--- config.mk ---
export PLATFORM = sky130hd
export DESIGN_NAME = multicycle_sequencer
export DESIGN_NICKNAME = d
export VERILOG_FILES = /design/src/rtl/multicycle_sequencer.sv
export SDC_FILE = /design/constraint.sdc
export NUM_CORES = 1
export LEC_CHECK = 0
export CAP_MARGIN = 20
export CORE_AREA = 2 2 74 76
export DETAILED_ROUTE_END_ITERATION = 6
export DIE_AREA = 0 0 76 78
export PLACE_DENSITY = 0.82
export SLEW_MARGIN = 20
export SYNTH_ARGS = -nofsm -noshare
export SYNTH_HDL_FRONTEND = slang
export SYNTH_SLANG_ARGS = --single-unit
--- constraint.sdc ---
create_clock -name clk -period 2.4 [get_ports clk]
set_clock_uncertainty 0.05 [all_clocks]
set_input_delay 0.48 -clock clk [delete_from_list [all_inputs] [get_ports clk]]
set_output_delay 0.48 -clock clk [all_outputs]
set_load 0.02 [all_outputs]
--- src/rtl/multicycle_sequencer.sv ---
// Multi-cycle control sequencer for the 16-bit accumulator datapath.
// Splits each instruction into FETCH/DECODE/EXEC/MEM/WB steps and issues one-cycle
// enable strobes to PC, IR/AR, ACC, flags and register file. Data memory is accessed
// through a req/ack handshake guarded by a timeout. Also provides single-step control
// and busy-cycle / retired-instruction counters.
module multicycle_sequencer #(
   parameter logic [5:0]  OP_LOAD     = 6'b000100,
   parameter logic [5:0]  OP_STORE    = 6'b000101,
   parameter logic [5:0]  OP_HALT     = 6'b111111,
   parameter logic [3:0]  BR_PREFIX   = 4'b0010,
   parameter int unsigned MEM_TIMEOUT = 15
) (
   input  logic        clk,
   input  logic        rst,
   input  logic        run,
   input  logic        step_mode,
   input  logic [5:0]  opcode,
   input  logic        imem_ready,
   input  logic        mem_ack,
   output logic        ir_load,
   output logic        pc_en,
   output logic        pc_sel,
   output logic        acc_en,
   output logic        flags_en,
   output logic        rf_we,
   output logic        mem_req,
   output logic        mem_we,
   output logic [2:0]  state,
   output logic        busy,
   output logic        halted,
   output logic        err,
   output logic [15:0] cycle_count,
   output logic [15:0] instr_count
);

   typedef enum logic [2:0] {
      StIdle   = 3'd0,
      StFetch  = 3'd1,
      StDecode = 3'd2,
      StExec   = 3'd3,
      StMem    = 3'd4,
      StWb     = 3'd5,
      StHalt   = 3'd6,
      StErr    = 3'd7
   } state_e;

   // Timeout limit narrowed once so the MEM compare stays width-matched.
   localparam logic [7:0] TimeoutLimit = 8'(MEM_TIMEOUT);

   state_e      state_q, state_d;
   logic [5:0]  op_q, op_d;
   logic [7:0]  tmo_q, tmo_d;
   logic [15:0] cycle_count_q, cycle_count_d;
   logic [15:0] instr_count_q, instr_count_d;

   logic        is_branch;
   logic        is_load;
   logic        is_store;
   logic        is_mem_op;
   logic        retire;
   logic        busy_int;
   logic [7:0]  tmo_inc;

   // Classify the latched opcode; branch prefix takes priority over exact matches.
   always_comb begin
      is_branch = (op_q[5:2] == BR_PREFIX);
      is_load   = !is_branch && (op_q == OP_LOAD);
      is_store  = !is_branch && (op_q == OP_STORE);
      is_mem_op = is_load || is_store;
   end

   // Busy flag and retire point, both derived from the current state only.
   always_comb begin
      busy_int = !((state_q == StIdle) || (state_q == StHalt) || (state_q == StErr));
      retire   = ((state_q == StExec) && is_branch) || (state_q == StWb);
   end

   // Next-state logic, opcode latch and MEM timeout counter.
   always_comb begin
      state_d = state_q;
      op_d    = op_q;
      tmo_d   = tmo_q;
      tmo_inc = tmo_q + 8'd1;
      unique case (state_q)
         StIdle: begin
            if (run) begin
               state_d = StFetch;
            end
         end
         StFetch: begin
            if (imem_ready) begin
               state_d = StDecode;
            end
         end
         StDecode: begin
            op_d = opcode;
            if (opcode == OP_HALT) begin
               state_d = StHalt;
            end else begin
               state_d = StExec;
            end
         end
         StExec: begin
            if (is_branch) begin
               state_d = step_mode ? StIdle : StFetch;
            end else if (is_mem_op) begin
               tmo_d   = 8'd0;
               state_d = StMem;
            end else begin
               state_d = StWb;
            end
         end
         StMem: begin
            // An ack arriving on the limit cycle still completes the transfer.
            if (mem_ack) begin
               state_d = StWb;
            end else begin
               tmo_d = tmo_inc;
               if (tmo_inc == TimeoutLimit) begin
                  state_d = StErr;
               end
            end
         end
         StWb: begin
            state_d = step_mode ? StIdle : StFetch;
         end
         StHalt: begin
            state_d = StHalt;
         end
         StErr: begin
            state_d = StErr;
         end
      endcase
   end

   // Performance counters: busy cycles saturate, retired instructions wrap.
   always_comb begin
      cycle_count_d = cycle_count_q;
      instr_count_d = instr_count_q;
      if (busy_int && (cycle_count_q != 16'hFFFF)) begin
         cycle_count_d = cycle_count_q + 16'd1;
      end
      if (retire) begin
         instr_count_d = instr_count_q + 16'd1;
      end
   end

   // Moore-style strobe decode; only ir_load also looks at imem_ready.
   always_comb begin
      ir_load  = 1'b0;
      pc_en    = 1'b0;
      pc_sel   = 1'b0;
      acc_en   = 1'b0;
      flags_en = 1'b0;
      rf_we    = 1'b0;
      mem_req  = 1'b0;
      mem_we   = 1'b0;
      halted   = 1'b0;
      err      = 1'b0;
      unique case (state_q)
         StIdle: begin
         end
         StFetch: begin
            ir_load = imem_ready;
         end
         StDecode: begin
         end
         StExec: begin
            if (is_branch) begin
               pc_en  = 1'b1;
               pc_sel = 1'b1;
            end else if (!is_mem_op) begin
               acc_en   = 1'b1;
               flags_en = 1'b1;
            end
         end
         StMem: begin
            mem_req = 1'b1;
            mem_we  = is_store;
         end
         StWb: begin
            pc_en = 1'b1;
            rf_we = !is_store;
         end
         StHalt: begin
            halted = 1'b1;
         end
         StErr: begin
            err = 1'b1;
         end
      endcase
   end

   // State, opcode latch, timeout and counter registers.
   always_ff @(posedge clk or posedge rst) begin
      if (rst) begin
         state_q       <= StIdle;
         op_q          <= 6'd0;
         tmo_q         <= 8'd0;
         cycle_count_q <= 16'd0;
         instr_count_q <= 16'd0;
      end else begin
         state_q       <= state_d;
         op_q          <= op_d;
         tmo_q         <= tmo_d;
         cycle_count_q <= cycle_count_d;
         instr_count_q <= instr_count_d;
      end
   end

   assign state       = state_q;
   assign busy        = busy_int;
   assign cycle_count = cycle_count_q;
   assign instr_count = instr_count_q;

endmodule

### Word-level counts from Yosys, hierarchy flattened

Cells that the tools add are included.

| operators by class | value |
|---|---|
| reduce and logical (&&, ||, !) cells | 15 |
| add/subtract/negate cells | 3 |
| equality and inequality tests | 19 |
| mux-type cells | 25 |

Operator list:

| cell | number |
|---|---|
| 16-bit by 1-bit adder with 16-bit output (second input constant) | 2 |
| 8-bit 2-to-1 mux | 3 |
| 3-bit case mux with 8 select lines | 1 |
| 3-bit 2-to-1 mux | 6 |
| 16-bit != test (second input constant) | 1 |
| 8-bit case mux with 2 select lines | 1 |
| 1-bit 2-to-1 mux | 13 |
| 3-bit == test (second input constant) | 4 |
| 6-bit by 3-bit == test with 1-bit output (second input constant) | 2 |
| 2-bit != test (second input constant) | 5 |
| 8-bit by 1-bit adder with 8-bit output (second input constant) | 1 |
| 8-bit by 4-bit == test with 1-bit output (second input constant) | 1 |
| 3-bit by 2-bit == test with 1-bit output (second input constant) | 2 |
| 6-bit == test (second input constant) | 1 |
| 4-bit by 2-bit == test with 1-bit output (second input constant) | 1 |
| 1-bit logical AND | 4 |
| 1-bit logical OR | 4 |
| 4-bit AND reduction | 1 |
| 3-bit by 1-bit == test with 1-bit output (second input constant) | 1 |
| 1-bit zero test | 3 |
| 3-bit zero test | 1 |
| 3-bit != test (second input constant) | 1 |
| 3-bit AND reduction | 1 |
| 1-bit case mux with 2 select lines | 1 |
| 2-bit nonzero test | 1 |

| word-level totals | value |
|---|---|
| input port bits | 12 |
| output and inout port bits | 46 |
| bits in registers | 49 |

### Depth between registers and ports, before layout

| logic depth | value |
|---|---|
| depth after elaboration | 7 |
| mapped depth | 7 |
| mapped depth without buffers | 6 |

### Least setup slack after synthesis

Ideal clock, no wire load.

| timing path | value |
|---|---|
| path type | reg2out |
| start | register state_q[0] (netlist: state[0]) |
| end | output flags_en |
| slack | 169 ps |
| buffers on the path | 2 |
| arrival | 1,701 ps |
| stages on the path, launching flop included | 5 |
| cell sequence | dfrtp_1 -> buf_6 -> nand3b_1 -> nor3b_1 -> buf_4 |

| on the way | value |
|---|---|
| cells in the longest elaborated chain, start to end | 2 |

Ends and longest elaborated chain:

| item | RTL line | source |
|---|---|---|
| start: declaration | 50 | `state_e state_q, state_d;` |
| start signal: assignment | 197 | `state_q <= StIdle;` |
| start signal: assignment | 203 | `state_q <= state_d;` |
| 3-bit by 2-bit == test with 1-bit output | -- |  |
| 1-bit 2-to-1 mux | -- |  |
| end: declaration | 24 | `output logic flags_en,` |

No other way between the ends.

### Worst setup path in the final report

| timing path | value |
|---|---|
| start | register op_q[5] |
| end | output pc_en |

| on the way | value |
|---|---|
| cells in the longest elaborated chain, start to end | 3 |

Ends and longest elaborated chain:

| item | RTL line | source |
|---|---|---|
| start: declaration | 51 | `logic [5:0] op_q, op_d;` |
| start signal: assignment | 204 | `op_q <= op_d;` |
| 4-bit by 2-bit == test with 1-bit output | 66 | `is_branch = (op_q[5:2] == BR_PREFIX);` |
| 1-bit 2-to-1 mux | 169 | `if (is_branch) begin` |
| 1-bit case mux with 2 select lines | 160 | `unique case (state_q)` |
| end: declaration | 21 | `output logic pc_en,` |

No other way between the ends.

==> summary.md <==
| Metric | Value |
|---|---|
| Status | completed |
| I/O Buffers | 57 |
| Clk slew on worst S/H paths | 0.09 ns |
| Power density over the cells | 446 nW/um^2 |
| Period minus WS final | 2.33 ns |
| Area contributors post-synth | dfrtp_1 49%, xnor2_1 5.6%, xor2_1 4.5%, mux2_2 4.0%, nand3_1 3.4% |
| RSZ-0062 raised after global routing | false |
| TritonRoute pass-1 iters | 4 |
| Yosys top cell by area | dfrtp_1 |
| Yosys top cell area share | 48.7% |
| Die ar. | 5930 um^2 |
| Routability cong. | 0.879 |
| Max Root-Sink Buffers | 2 |
| Post-route clock period utilization | 97.1% |
| Syn_area_per_cell | 10.3 um^2 |
| Arr. time, crit path | 1.80 ns |
| P_int | 1.17 mW |
| Tot GR Track Use | 18.1% |
| TritonCTS clock tree | done |
| Io pins | 58 |
| Initial antenna violation count | 0 |
| # fillers | 424 |
| Crit path max-delay cell type | or4b_4 |
| Multi-input gate area | 1210 um^2 |
| Die Wd | 76 um |
| Worst hold path type | in -> async |
| CP bufs+invs | 1 |
| Comb power frac | 3.8% |
| Net load switching power | 0.313 mW |
| Vias in the first global route | 1959 |
| Pins over their slew limit | 0 |
| FMAX | 0.429 GHz |
| Die H | 78 um |
| Slew margin rel. | 62.6% |
| Clock root buffer | clkbuf_8 |
| Num Clock Sinks | 49 |
| Required time worst endpoint | 1.87 ns |
| Critical path capture point type | primary output |
| Fin worst setup slack | 0.0691 ns |
| GR Overflow Total | 0 |
| CP peak stage delay | 0.59 ns |
| DRT antenna net count | 0 |
| Top delay family on crit path | simple AND/OR/NAND/NOR gates |
| Post-DP HPWL | 3900 um |
| DRC viols | 0 |
| Post-synthesis sequential area ratio | 48.7% |
| FP Rows | 26 |
| Post-CTS setup repair buffer count | 0 |
| Sequential power share | 56.0% |
| DR vias/cell | 5.31 |
| Largest net degree at the start of global routing | 33 |
| H-tree depth | 2 |
| Core area | 5040 um^2 |
| Synthesis-to-layout area growth | 31.7% |
| Final hold viol count | 0 |
| FF/Latch Area | 1230 um^2 |
| Setup CP Type | reg -> out |
| DRT Wirelength | 5160 um |
| Seq cells post-synth | 49 |
| Cts hold-fix bufs | 0 |
| Crit Path Max Fanout | 5 |
| Gate Count Post-Synth | 244 |
| Place WS | 0.0805 ns |
| Mapped Area | 2520 um^2 |
| Synth unique cells | 43 |
| ANT cells | 0 |
| Worst slew pin tran | 0.561 ns |
| 1st-iter DRT viols | 99 |
| Share of layout cells above drive strength 1 | 11.7% |
| Clock power frac | 40.2% |
| Sw frac | 21.2% |
| Commonest cells after routing, fill and taps aside | 47 x dfrtp_1, 47 x clkdlybuf4s50_1, 21 x nand2_1 |
| Initial Utilization | 49.9% |
| Leakage dissipation | 1.57 nW |
| Worst skew pair latency | 0.30 ns |
| DR vias | 2014 |
| First-pass GRT wire length | 8760 um |
| Startpoint types | flop |
| Synth warn | 0 |
| WL per Instance | 13.6 um |
| Setup violations, final | 0 |
| Setup TNS | 0 ns |
| Net count after synthesis | 260 |
| CP Cell Sequence | or4b_4, o21ai_4, clkdlybuf4s15_1 |
| Peak supply drop | 0.345 mV |
| Nets | 324 |
| Max Cap Viol | 0 |
| Num CTS Buffers | 5 |
==> synthesized netlist by cell type <==
cell type / number
dfrtp_1: 49
nand2_1: 21
nor2_1: 18
nand3_1: 17
o21ai_0: 16
xnor2_1: 16
xor2_1: 13
and3_1: 9
mux2_2: 9
inv_1: 8
nand4_1: 5
o211ai_1: 5
a21oi_1: 4
clkbuf_1: 4
ha_1: 4
and2_1: 3
and4_1: 3
nand3b_1: 3
nor3b_1: 3
a22oi_1: 2
a31oi_1: 2
buf_4: 2
nand2b_1: 2
nor3_1: 2
nor3_2: 2
o21a_1: 2
o31ai_1: 2
o41ai_1: 2
or3_1: 2
and2b_2: 1
buf_6: 1
clkbuf_2: 1
mux2i_1: 1
nand4_4: 1
nor2b_1: 1
nor3b_4: 1
nor4_1: 1
nor4b_1: 1
o21ai_4: 1
o22ai_1: 1
or2_1: 1
or3b_2: 1
or4b_4: 1
==> path summary, 6_finish.rpt <==
check	start	end	slack (ns)	cells after the start
min in group clk	instr_count[15]	instr_count[15]	0.44	1
min reg2reg	instr_count[15]	instr_count[15]	0.44	1
max	op_q[5]	pc_en	0.07	3
max reg2reg	op_q[5]	instr_count[6]	0.32	6
min	rst	cycle_count[5]	0.42	2
max in group asynchronous	rst	state[0]	1.37	3
==> power groups by stage <==
stage | Clock [mW] | Sequential, mW | Combinational (mW)
3_3_place_gp | 0 | 0.844 | 0.0585
3_5_place_dp | 0 | 0.844 | 0.0585
2_1_floorplan | 0 | 0.844 | 0.0240
5_1_grt | 0.640 | 0.828 | 0.0640
4_1_cts | 0.610 | 0.828 | 0.0588
6_report | 0.594 | 0.828 | 0.0567
==> metal layers <==
metal | GRT usage (%) | vias up | wire length [um]
met3 | 4.07 | 4 | 205
met1 | 21.6 | 983 | 2280
met4 | 5.45 | 0 | 36
met5 | 0 | - | 0
li1 | - | 983 | -
met2 | 32.9 | 44 | 2630
==> worst register-to-register path: cells and delay by family, from the launching register on <==
kind | cells | cell delay, ns
xor+xnor | 1 | 0.12
simple gates | 3 | 1.03
compound gates | 1 | 0.18
buf+inv | 1 | 0.19
flops | 1 | 0.41
==> flip-flops by register name, indices dropped and copies added, names as in the netlist <==
signal       cells
instr_count     16
op_q             6
cycle_count     16
state            3
tmo_q            8
==> cell type report <==
cell class | instances | area share, %
clock buffers | 5 | 2.08
clock inverters | 3 | 1.40
inverters | 8 | 0.906
multi-input cells | 179 | 36.6
flip-flops and latches | 49 | 37.1
well taps | 70 | 2.64
repair buffers | 65 | 19.3
==> cells by family after synthesis <==
group	count (synthesis)	share of synthesized area (%)
and+or+nand+nor	99	22.4
DFF	49	48.7
AOI/OAI and AO/OA	37	9.35
xor gates and xnor gates	29	10.1
buffers and inverters	16	3.03
muxes	10	4.43
adders and majority gates	4	1.99
==> repair_timing <==
action                                 in CTS  in global routing
setup endpoints to repair                   8                  3
resized for setup                           9                  4
endpoints found under the hold margin       0                  0
==> metrics by stage <==
stage	std cells	utilization (%)	instance area [um^2]	power [mW]	hold slack [ns]
final	379	65.7	3310	1.48	0.423
after global routing	379	65.7	3310	1.53	0.456
after CTS	379	65.6	3310	1.50	0.426
after detailed placement	371	63.5	3200	0.903	0.425
after global placement	371	63.5	3200	0.902	0.410
after floorplan	244	-	2520	0.868	0.419
No activity file was read; power rests on OpenSTA's default activity.
